==> src/rtl/alu_pkg.sv <==
// alu_pkg: ALU opcode constants, datapath width default and sequencer state type.
package alu_pkg;
  localparam int WIDTH = 4;
  localparam logic [2:0] OP_ADD = 3'b000;
  localparam logic [2:0] OP_SUB = 3'b001;
  localparam logic [2:0] OP_OR  = 3'b010;
  localparam logic [2:0] OP_AND = 3'b011;
  localparam logic [2:0] OP_SHL = 3'b100;
  localparam logic [2:0] OP_SHR = 3'b101;
  localparam logic [2:0] OP_ROL = 3'b110;
  localparam logic [2:0] OP_ROR = 3'b111;
  typedef enum logic [1:0] {IDLE, EXEC, WB} state_e;
endpackage

==> src/rtl/alu_seq_ctrl_if.sv <==
// alu_seq_ctrl_if: instruction, ALU, result and debug signals of the sequencer.
// ALU_SEQ_ZERO_FLAG_EN adds the zero flag output.
interface alu_seq_ctrl_if #(parameter int WIDTH = alu_pkg::WIDTH, parameter int RAW = 2);
  logic             instr_valid;
  logic             instr_ready;
  logic [2:0]       instr_op;
  logic [RAW-1:0]   instr_rd;
  logic [RAW-1:0]   instr_rs;
  logic [RAW-1:0]   instr_rt;
  logic             instr_usec;
  logic             instr_ld;
  logic [WIDTH-1:0] instr_imm;
  logic [WIDTH-1:0] alu_a;
  logic [WIDTH-1:0] alu_b;
  logic             alu_cin;
  logic [2:0]       alu_s;
  logic [WIDTH-1:0] alu_out;
  logic             alu_co;
  logic             res_valid;
  logic [WIDTH-1:0] res_data;
  logic [RAW-1:0]   res_rd;
  logic             carry;
  logic [RAW-1:0]   dbg_addr;
  logic [WIDTH-1:0] dbg_data;
`ifdef ALU_SEQ_ZERO_FLAG_EN
  logic             zero;
`endif
  modport slave (
`ifdef ALU_SEQ_ZERO_FLAG_EN
    output zero,
`endif
    input  instr_valid, instr_op, instr_rd, instr_rs, instr_rt, instr_usec, instr_ld, instr_imm,
    input  alu_out, alu_co, dbg_addr,
    output instr_ready, alu_a, alu_b, alu_cin, alu_s,
    output res_valid, res_data, res_rd, carry, dbg_data
  );
  modport master (
`ifdef ALU_SEQ_ZERO_FLAG_EN
    input  zero,
`endif
    output instr_valid, instr_op, instr_rd, instr_rs, instr_rt, instr_usec, instr_ld, instr_imm,
    output alu_out, alu_co, dbg_addr,
    input  instr_ready, alu_a, alu_b, alu_cin, alu_s,
    input  res_valid, res_data, res_rd, carry, dbg_data
  );
endinterface

==> src/rtl/alu_seq_ctrl_regfile.sv <==
// alu_seq_regfile: NREGS x WIDTH register file, two operand reads, one debug read, one sync write.
module alu_seq_regfile #(
  parameter int WIDTH = 4,
  parameter int NREGS = 4,
  parameter int RAW   = 2
) (
  input  logic             clk,
  input  logic             rst,
  input  logic             we_i,
  input  logic [RAW-1:0]   waddr_i,
  input  logic [WIDTH-1:0] wdata_i,
  input  logic [RAW-1:0]   raddr_a_i,
  input  logic [RAW-1:0]   raddr_b_i,
  input  logic [RAW-1:0]   raddr_d_i,
  output logic [WIDTH-1:0] rdata_a_o,
  output logic [WIDTH-1:0] rdata_b_o,
  output logic [WIDTH-1:0] rdata_d_o
);
  logic [WIDTH-1:0] mem_q [NREGS];
  always_ff @(posedge clk) begin
    if (rst) for (int i = 0; i < NREGS; i++) mem_q[i] <= '0;
    else if (we_i) mem_q[waddr_i] <= wdata_i;
  end
  assign rdata_a_o = mem_q[raddr_a_i];
  assign rdata_b_o = mem_q[raddr_b_i];
  assign rdata_d_o = mem_q[raddr_d_i];
endmodule

==> src/rtl/alu_seq_ctrl.sv <==
// alu_seq_ctrl: IDLE/EXEC/WB sequencer feeding an external 4-bit ALU from a register file.
// ALU_SEQ_ZERO_FLAG_EN adds a zero flag updated at write-back.
module alu_seq_ctrl
  import alu_pkg::*;
#(
  parameter int WIDTH = alu_pkg::WIDTH,
  parameter int NREGS = 4,
  parameter int RAW   = 2
) (
  input logic           clk,
  input logic           rst,
  alu_seq_ctrl_if.slave bus
);
  state_e           state_q, state_d;
  logic [WIDTH-1:0] a_q, a_d, b_q, b_d, result_q, result_d;
  logic [2:0]       s_q, s_d;
  logic             cin_q, cin_d, carry_q, carry_d;
  logic [RAW-1:0]   rd_q, rd_d;
  logic [WIDTH-1:0] rs_data, rt_data;
  alu_seq_regfile #(.WIDTH(WIDTH), .NREGS(NREGS), .RAW(RAW)) u_rf (
    .clk       (clk),
    .rst       (rst),
    .we_i      (state_q == WB),
    .waddr_i   (rd_q),
    .wdata_i   (result_q),
    .raddr_a_i (bus.instr_rs),
    .raddr_b_i (bus.instr_rt),
    .raddr_d_i (bus.dbg_addr),
    .rdata_a_o (rs_data),
    .rdata_b_o (rt_data),
    .rdata_d_o (bus.dbg_data)
  );
  always_ff @(posedge clk) begin
    if (rst) begin
      state_q  <= IDLE;
      a_q      <= '0;
      b_q      <= '0;
      s_q      <= '0;
      cin_q    <= 1'b0;
      rd_q     <= '0;
      result_q <= '0;
      carry_q  <= 1'b0;
    end else begin
      state_q  <= state_d;
      a_q      <= a_d;
      b_q      <= b_d;
      s_q      <= s_d;
      cin_q    <= cin_d;
      rd_q     <= rd_d;
      result_q <= result_d;
      carry_q  <= carry_d;
    end
  end
  always_comb begin
    state_d  = state_q;
    a_d      = a_q;
    b_d      = b_q;
    s_d      = s_q;
    cin_d    = cin_q;
    rd_d     = rd_q;
    result_d = result_q;
    carry_d  = carry_q;
    case (state_q)
      IDLE: if (bus.instr_valid) begin
        rd_d = bus.instr_rd;
        if (bus.instr_ld) begin
          result_d = bus.instr_imm;
          state_d  = WB;
        end else begin
          a_d     = rs_data;
          b_d     = rt_data;
          s_d     = bus.instr_op;
          cin_d   = bus.instr_usec & carry_q;
          state_d = EXEC;
        end
      end
      EXEC: begin
        result_d = bus.alu_out;
        // co is only meaningful for add/subtract; other ops keep the flag
        carry_d  = (s_q == OP_ADD || s_q == OP_SUB) ? bus.alu_co : carry_q;
        state_d  = WB;
      end
      WB:      state_d = IDLE;
      default: state_d = IDLE;
    endcase
  end
  assign bus.instr_ready = state_q == IDLE;
  assign bus.alu_a       = a_q;
  assign bus.alu_b       = b_q;
  assign bus.alu_s       = s_q;
  assign bus.alu_cin     = cin_q;
  assign bus.res_valid   = state_q == WB;
  assign bus.res_data    = result_q;
  assign bus.res_rd      = rd_q;
  assign bus.carry       = carry_q;
`ifdef ALU_SEQ_ZERO_FLAG_EN
  logic zero_q;
  always_ff @(posedge clk) begin
    if (rst) zero_q <= 1'b0;
    else if (state_q == WB) zero_q <= result_q == '0;
  end
  assign bus.zero = zero_q;
`endif
endmodule

==> src/flat_wrapper.sv <==
// flat-port wrapper written by rule: the top's interface ports become plain ports
module alu_seq_ctrl_flat import alu_pkg::*;
#(
  parameter int WIDTH = alu_pkg::WIDTH,
  parameter int NREGS = 4,
  parameter int RAW   = 2
)
  (clk, rst, bus_instr_valid, bus_instr_op, bus_instr_rd, bus_instr_rs, bus_instr_rt, bus_instr_usec, bus_instr_ld, bus_instr_imm, bus_alu_out, bus_alu_co, bus_dbg_addr, bus_instr_ready, bus_alu_a, bus_alu_b, bus_alu_cin, bus_alu_s, bus_res_valid, bus_res_data, bus_res_rd, bus_carry, bus_dbg_data);
  alu_seq_ctrl_if #(.WIDTH(WIDTH), .RAW(RAW)) bus_i ();
  input logic clk;
  input logic rst;
  input wire logic [$bits(bus_i.instr_valid)-1:0] bus_instr_valid;
  input wire logic [$bits(bus_i.instr_op)-1:0] bus_instr_op;
  input wire logic [$bits(bus_i.instr_rd)-1:0] bus_instr_rd;
  input wire logic [$bits(bus_i.instr_rs)-1:0] bus_instr_rs;
  input wire logic [$bits(bus_i.instr_rt)-1:0] bus_instr_rt;
  input wire logic [$bits(bus_i.instr_usec)-1:0] bus_instr_usec;
  input wire logic [$bits(bus_i.instr_ld)-1:0] bus_instr_ld;
  input wire logic [$bits(bus_i.instr_imm)-1:0] bus_instr_imm;
  input wire logic [$bits(bus_i.alu_out)-1:0] bus_alu_out;
  input wire logic [$bits(bus_i.alu_co)-1:0] bus_alu_co;
  input wire logic [$bits(bus_i.dbg_addr)-1:0] bus_dbg_addr;
  output wire logic [$bits(bus_i.instr_ready)-1:0] bus_instr_ready;
  output wire logic [$bits(bus_i.alu_a)-1:0] bus_alu_a;
  output wire logic [$bits(bus_i.alu_b)-1:0] bus_alu_b;
  output wire logic [$bits(bus_i.alu_cin)-1:0] bus_alu_cin;
  output wire logic [$bits(bus_i.alu_s)-1:0] bus_alu_s;
  output wire logic [$bits(bus_i.res_valid)-1:0] bus_res_valid;
  output wire logic [$bits(bus_i.res_data)-1:0] bus_res_data;
  output wire logic [$bits(bus_i.res_rd)-1:0] bus_res_rd;
  output wire logic [$bits(bus_i.carry)-1:0] bus_carry;
  output wire logic [$bits(bus_i.dbg_data)-1:0] bus_dbg_data;
  assign bus_i.instr_valid = bus_instr_valid;
  assign bus_i.instr_op = bus_instr_op;
  assign bus_i.instr_rd = bus_instr_rd;
  assign bus_i.instr_rs = bus_instr_rs;
  assign bus_i.instr_rt = bus_instr_rt;
  assign bus_i.instr_usec = bus_instr_usec;
  assign bus_i.instr_ld = bus_instr_ld;
  assign bus_i.instr_imm = bus_instr_imm;
  assign bus_i.alu_out = bus_alu_out;
  assign bus_i.alu_co = bus_alu_co;
  assign bus_i.dbg_addr = bus_dbg_addr;
  assign bus_instr_ready = bus_i.instr_ready;
  assign bus_alu_a = bus_i.alu_a;
  assign bus_alu_b = bus_i.alu_b;
  assign bus_alu_cin = bus_i.alu_cin;
  assign bus_alu_s = bus_i.alu_s;
  assign bus_res_valid = bus_i.res_valid;
  assign bus_res_data = bus_i.res_data;
  assign bus_res_rd = bus_i.res_rd;
  assign bus_carry = bus_i.carry;
  assign bus_dbg_data = bus_i.dbg_data;
  alu_seq_ctrl #(.WIDTH(WIDTH), .NREGS(NREGS), .RAW(RAW)) u_core (.clk(clk), .rst(rst), .bus(bus_i));
endmodule
==> config.mk <==
export PLATFORM = sky130hd
export DESIGN_NAME = alu_seq_ctrl_flat
export DESIGN_NICKNAME = d
export VERILOG_FILES = /design/src/rtl/alu_pkg.sv /design/src/rtl/alu_seq_ctrl_if.sv /design/src/rtl/alu_seq_ctrl_regfile.sv /design/src/rtl/alu_seq_ctrl.sv /design/src/flat_wrapper.sv
export SDC_FILE = /design/constraint.sdc
export NUM_CORES = 1
export LEC_CHECK = 0
export CORE_MARGIN = 2
export CORE_UTILIZATION = 43
export CTS_BUF_LIST = sky130_fd_sc_hd__clkbuf_4 sky130_fd_sc_hd__clkbuf_8 sky130_fd_sc_hd__clkbuf_16
export CTS_CLUSTER_DIAMETER = 60
export DETAILED_ROUTE_END_ITERATION = 6
export PLACE_DENSITY = 0.76
export SYNTH_ARGS = -nofsm -noshare
export SYNTH_HDL_FRONTEND = slang
export SYNTH_SLANG_ARGS = --single-unit
==> constraint.sdc <==
create_clock -name clk -period 1.3 [get_ports clk]
set_input_delay 0.26 -clock clk [delete_from_list [all_inputs] [get_ports clk]]
set_output_delay 0.26 -clock clk [all_outputs]
set_load 0.005 [all_outputs]
==> implementation parameters <==
Parameter                              Value

Run status
  Result of the run ... complete, but fails checks
  Violations in the final reports ... negative setup slack

Synth
  Leading cell types by total area after synthesis ... edfxtp_1, dfxtp_1, mux4_2
  Proportion of synthesized area in mux cells ... roughly 17%
  Synthesized-area fraction occupied by xor and xnor cells ... 0%
  Yosys Warn Count ... 0
  Post-synthesis instance area ... approximately 0.0018 sq mm
  Average size of a mapped cell ... 11.8 sq um
  Area fraction in and, or, nand and nor cells after synthesis ... 22.6%
  Arithmetic-cell share of the synthesized area counting full adders, half adders and majority gates ... 0%
  Largest family of logic cells by synthesized area ... simple AND/OR/NAND/NOR gates
  Count of cell types in the netlist ... 26
  Leading area contributor after synthesis ... edfxtp_1
  Yosys top cell area share ... a little over a quarter
  Compound-Gate Fraction of Synth Area ... 7.62%
  Mapped Nets ... 177
  Sequential fraction of the synthesis area ... roughly half
  Number of flip-flops and latches in the synthesized netlist ... 37
  Number of cells produced by synthesis ... ~150

Clocking
  Buffer cell driving the clock tree root ... clkbuf_8
  Number of buffers inserted by hold repair at cts ... 0
  TritonCTS clock tree ... done
  Clock tree buffer depth ... 2
  Insertion delay of the later-clocked pin in the worst-skew pair ... about 300 ps
  Number of sinks on the clock net ... 37
  Clock buffer count from CTS ... 5
  Depth of the CTS H-tree ... 2
  Clk pin slew, worst setup/hold paths ... 80 ps

Setup path
  Data arrival at the endpoint of the critical path ... approximately 1400 ps
  Maximum fanout along the worst path ... 3
  Req. time, crit path ... approximately 1000 ps
  Startpoint of the most critical register-to-register path ... u_core.state_q[1]
  First element of the critical path ... u_core.u_rf.mem_q[3][1]
  Critical setup path kind ... reg2out
  Critical path capture point type ... output pin
  Critical path launch point type ... register

Pwr
  PD cells ... ~900 mW/mm^2
  Static power due to leakage ... around 1.3 nW
  Worst IR drop on VDD ... 0.693 mV

Global route
  Overflow left after global routing ... 0
  Largest net degree at the start of global routing ... 22
  Wire length of the first global-routing pass ... 8020 microns
  Number of global-route vias before repair ... 1676
  Initial antenna violation count ... 0
  GRT Overall Usage ... 24.3%

Timing
  Share of the cycle needed by the critical path after routing ... 126%
  Worst hold-check slack ... around 460 ps
  Headroom to the max-slew limit ... 64.5%
  Worst Tran Pin Value ... about 530 ps
  Fmax ... between 600 and 700 MHz
  Final period demand of the worst path ... 1640 ps
  Setup slack of the critical path after layout ... -338 ps
  Maximum clock skew at final layout ... 10.5 ps
  RSZ-0062 raised after global routing ... yes
  Count of pins over their slew limit ... 0
  Endpoints failing setup ... 45
  Setup tns final ... -4560 ps
  Final count of hold timing violations ... 0

Floorplan
  Width of the die ... 68.5 microns
  Overall die height ... between 60 and 70 microns
  Starting utilization of the core area ... ~45%
  Placeable core region ... approximately 0.004 sq mm
  Total number of placement rows ... 23
  Die ar. ... between 0.004 and 0.005 sq mm
  Boundary pin count ... 50

Flow run
  Reported max-cap violation count ... 0

Routing
  Post-detailed-route count of antenna-violating nets ... 0
  Total via count in the routed design ... around 1700
  First drt pass iteration count ... 4
  WL final ... approximately 5800 microns
  Post-route DRC ... 0
  Vias per cell ... about 5.5
  Post-detailed-route wirelength per cell ... roughly 19 microns
  Violation count after the first detailed-route iteration ... ~120

Placement
  Count of input and output buffers ... 49
  Last weighted congestion value of the routability-driven placer ... roughly 0.84
  DPL Wire Length ... approximately 3600 microns
  Placed Instances ... approximately 280
  Worst setup slack after placement ... -864 ps

Cells and area
  Final Instance Count excl. Fillers ... just over 300
  Synth-to-layout area growth ... 77.7%
  Post-layout net count ... between 200 and 300
  Share of post-route cells with drive strength above 1 ... around 60%
  Final-layout fill cell count ... approximately 220
  Final antenna diode count ... 0

Hold path
  Hold crit path type ... reg2reg
  Startpoint of the tightest hold check path ... u_core.bus.alu_b[2]
## worst max-delay path, stage by stage (launching register included)
cell,delay (ps)
edfxtp_1,450
mux4_2,490
buf_2,140
## worst paths after layout
kind | to | slack [ps] | depth (start not counted)
max | bus_dbg_data[1] | -340 | 2
min | u_core.bus.alu_b[2] | 460 | 2
max reg2reg | u_core.bus.alu_cin | -230 | 6
min reg2reg | u_core.bus.alu_b[2] | 460 | 2
## registers in the layout, indices dropped and copies added (netlist names)
name / flops
u_core.bus.alu_s: 3
u_core.bus.res_data: 4
u_core.bus.carry: 1
u_core.bus.alu_cin: 1
u_core.bus.res_rd: 2
u_core.u_rf.mem_q: 16
u_core.state_q: 2
u_core.bus.alu_b: 4
u_core.bus.alu_a: 4
## per-stage QoR
stage | power [mW] | util, % | instance area [sq um]
CTS | 2.83 | 73.1 | 2920
global placement | 1.80 | 64.4 | 2570
detailed placement | 1.82 | 64.4 | 2570
finish | 2.94 | 79.5 | 3180
floorplan | 1.53 | - | 1830
global route | 3.04 | 79.5 | 3180
## routing by layer
layer	track usage [%]	wire length [microns]	vias to the layer above
met4	13.0	155	0
met1	27.0	2240	825
met2	43.0	3120	56
met5	0	0	-
met3	5.36	237	16
li1	-	-	774
## repair_timing
item / in CTS / in global routing
endpoints found under the setup margin: 69 / 54
gates cloned: 2 / 0
pin swaps: 13 / 35
resized for setup: 104 / 47
buffers inserted: 13 / 7
## report_power, final
group / internal (mW) / switching, mW / total [mW]
Sequential: 1.27 / 0.0382 / 1.30
Combinational: 0.365 / 0.293 / 0.658
Clock: 0.548 / 0.432 / 0.980
## synth_stat cells
| master | n |
|---|---|
| or2_1 | 3 |
| or4b_4 | 1 |
| nand2_1 | 24 |
| edfxtp_1 | 16 |
| buf_4 | 1 |
| buf_6 | 1 |
| a21o_1 | 1 |
| nor2_1 | 6 |
| dfxtp_1 | 21 |
| a21oi_1 | 17 |
| and3b_1 | 4 |
| nand2b_1 | 1 |
| nor4_2 | 2 |
| a31o_1 | 1 |
| and2_1 | 16 |
| inv_2 | 2 |
| mux2i_1 | 3 |
| nor4b_2 | 3 |
| buf_2 | 2 |
| buf_1 | 1 |
| a2111oi_0 | 4 |
| nor3_1 | 6 |
| mux4_2 | 12 |
| nand3_1 | 1 |
| nor3b_2 | 1 |
| clkbuf_1 | 2 |
## logic make-up (layout without fill, tap and decap cells)
logic type / count (synthesis) / count (layout)
DFF: 37 / 37
AOI/OAI and AO/OA: 23 / 23
muxes: 15 / 15
buffers and inverters: 9 / 112
and+or+nand+nor: 68 / 69
## layout make-up
cell class                      instances  area [sq um]  area share (%)
Clock buffer                            7           108            3.38
Clock inverter                          1          6.26           0.197
Inverter                                2          7.51           0.236
Multi-Input combinational cell        107          1170            36.7
Sequential cell                        37           925            29.1
Tap cell                               50          62.6            1.97
Timing Repair Buffer                  102           905            28.5
## layout by cell type, fill, tap and decap left out, types with 5 or more instances in the layout
cell type / synthesis / final
a21oi_1: 17 / 6
a21oi_2: 0 / 11
and2_1: 16 / 5
and2_4: 0 / 11
buf_2: 2 / 6
buf_4: 1 / 37
buf_6: 1 / 13
clkbuf_8: 0 / 6
clkdlybuf4s50_1: 0 / 19
dfxtp_1: 21 / 8
dfxtp_2: 0 / 10
dlygate4sd2_1: 0 / 24
edfxtp_1: 16 / 16
mux4_2: 12 / 12
nand2_1: 24 / 9
nand2_2: 0 / 9
nand2_4: 0 / 6
nor3_1: 6 / 5
Power figures use the tool's default switching activity.
==> edit, RTL diff (config.mk and constraints unchanged) <==
Re-encode `state_e` (3 states) as one-hot, 3 bits wide.
--- a/src/rtl/alu_pkg.sv
+++ b/src/rtl/alu_pkg.sv
@@ -11,3 +11,3 @@
   localparam logic [2:0] OP_ROR = 3'b111;
-  typedef enum logic [1:0] {IDLE, EXEC, WB} state_e;
+  typedef enum logic [2:0] {IDLE = 3'b001, EXEC = 3'b010, WB = 3'b100} state_e;
 endpackage
Behaviour: no difference found for any inputs over 4 cycles, from zero or initial values and one cycle with rst high; so few cycles prove little.
==> edit against the unedited design <==
The run still ends with setup timing left; largest power group unchanged; core utilization is 0.23 points higher; maximum frequency is 1.4% higher; largest cell class unchanged; via count is 12% higher; worst setup slack better by 23 ps; design area is 1.7% higher; sequential cell count is 1 higher; total power is 4.5% lower; critical path depth stayed put; synthesized area is 2.9% higher; global-route usage is 0.50 points higher; wire length is 16% higher.
==> edit: results (changes against the unedited design) <==
[power]
p_int_mw = 2.04  ; -6.5%
leakagePower_nw = 1.32  ; -1.9%
clockPowerShare_pct = 30.1  ; -3.2 points
irDropWorstVdd_mv = 0.699  ; +0.73%

[logic_synthesis]
synthTopCellsByCount = dfxtp_1, and2_1, edfxtp_1, nand3_1, a21oi_1
synth_area_leaders = edfxtp_1, dfxtp_1, mux4_2
synthArstFlopShare_pct = 0  ; unchanged
synthDistinctLibCells = 33  ; +27%
syn_nets = 184  ; +4.0%
seq_area_frac_synth_pct = 50.0  ; -0.32 points
ys_warn_count = 0  ; unchanged
synth_edf_count = 16  ; unchanged

[detailed_routing]
drt_first_pass_iters = 4  ; unchanged
drtIter0Drc = 68  ; -44%
wl_per_cell_um = 21.1  ; +12%
viasPerCell = 5.89  ; +7.9%

[critical_path]
arrival_ps = 1350  ; -30 ps
cpMaxStageDelayCell = mux4_2
cp_top_family = multiplexers
cp_slowest_stage_delay_ps = 480
cp_max_fo = 2  ; -1

[sta]
tightest_slew_ps = 626  ; +93.3 ps
setup_viol = 55  ; +22%
fin_skew_ps = 3.81  ; -6.74 ps
slew_viol_final = 0  ; unchanged
fin_ws_ps = -315  ; +23.2 ps
setup_tns_ps = -9100  ; -4540 ps

[clock_network]
clkTransAtPathRegs_ps = 80  ; about the same
root_buffer = clkbuf_8
clk_latency_ps = 290
cts_buffers = 5  ; unchanged
cts_max_level = 2  ; unchanged
cts_buffer_depth = 2  ; unchanged

[worst_hold_path]
hold_path_class = reg -> reg

[final_layout]
diodes = 0  ; unchanged
max_flop_register = u_core.u_rf.mem_q
largest_reg_flops = 16  ; unchanged
nets = 291  ; +3.9%
nFillCells = 212  ; -4.9%
drive_above_1_share_pct = 57.3  ; -2.1 points

[place]
port_buffers = 49  ; unchanged
gp_congestion = 0.819  ; -2.6%
post-place-ws_ps = -855  ; +8.54 ps
hpwl_um = 3870  ; +8.5%

[status]
violations = setup timing
status = finished with violations

[global_routing]
overflow = 0  ; unchanged
grt_usage_pct = 24.8  ; +0.50 points
grt_pass1_wl_um = 9320  ; +16%
first_global_vias = 1859  ; +11%
grt_max_degree = 27  ; +23%
antenna_found_initial = 0  ; unchanged

==> edit: cell types whose count changed after synthesis, sizes merged, moves of 5 or more <==
cell,unedited run,this run
nand2,24,8
nor2,6,1
nand3,1,16
o21ai,0,12
==> edit: cell type report <==
class | instances | area (um2) | share of cell area [%]
clock inverters | 2 | 13.8 | 0.426
inverters | 1 | 3.75 | 0.116
flip-flops and latches | 38 | 946 | 29.2
repair buffers | 111 | 977 | 30.2
multi-input cells | 109 | 1150 | 35.7
clock buffers | 6 | 76.3 | 2.36
well taps | 50 | 62.6 | 1.93
==> edit: final timing paths <==
check,start,to,slack [ps],cells after the start
worst max-delay path,u_core.u_rf.mem_q[2][0]$_SDFFCE_PN0P_,bus_dbg_data[0],-310,2
worst min-delay path,u_core.bus.alu_a[1]$_SDFFE_PP0P_,u_core.bus.alu_a[1]$_SDFFE_PP0P_,500,2
worst max register to register,u_core.state_q[1]$_SDFFE_PP0P_,u_core.u_rf.mem_q[2][0]$_SDFFCE_PN0P_,-300,3
worst min register to register,u_core.bus.alu_a[1]$_SDFFE_PP0P_,u_core.bus.alu_a[1]$_SDFFE_PP0P_,500,2
==> edit: worst reg2reg max path: cells and delay by family, from the launching register on <==
kind | cells | cell delay, ps
DFF | 1 | 380
and+or+nand+nor | 3 | 950
==> edit: metal layers <==
layer / global-route usage, % / wire length (um)
met1: 27.6 / 2720
met2: 45.7 / 3520
met3: 4.65 / 230
met4: 10.7 / 227
met5: 0 / 0
==> edit: logic make-up (layout without fill, tap and decap cells) <==
group,Yosys count,count (layout),synth area share [%]
multiplexers,12,12,14.7
flip-flops,38,38,50.0
AO/OA/AOI/OAI,39,39,12.4
buffers and inverters,12,120,2.92
AND/OR/NAND/NOR,58,58,20.0
==> edit: repair_timing <==
action / in CTS / in global routing
setup endpoints to repair: 72 / 56
pin swaps: 30 / 27
hold endpoints to repair: 0 / 0
resized for setup: 103 / 52
cloned: 1 / 1
setup buffers: 14 / 12
==> edit: through the flow <==
step | area [um2] | instances
final | 3230 | 317
after global routing | 3230 | 317
after CTS | 2960 | 306
after global placement | 2640 | 284
after floorplan | 1860 | 159
after detailed placement | 2640 | 284
==> edit: power by group through the flow <==
stage	logic (mW)	clock network [mW]	registers [mW]
5_1_grt	0.668	0.909	1.33
3_5_place_dp	0.466	0	1.35
2_1_floorplan	0.189	0	1.35
4_1_cts	0.525	0.848	1.32
3_3_place_gp	0.452	0	1.35
6_report	0.639	0.845	1.33
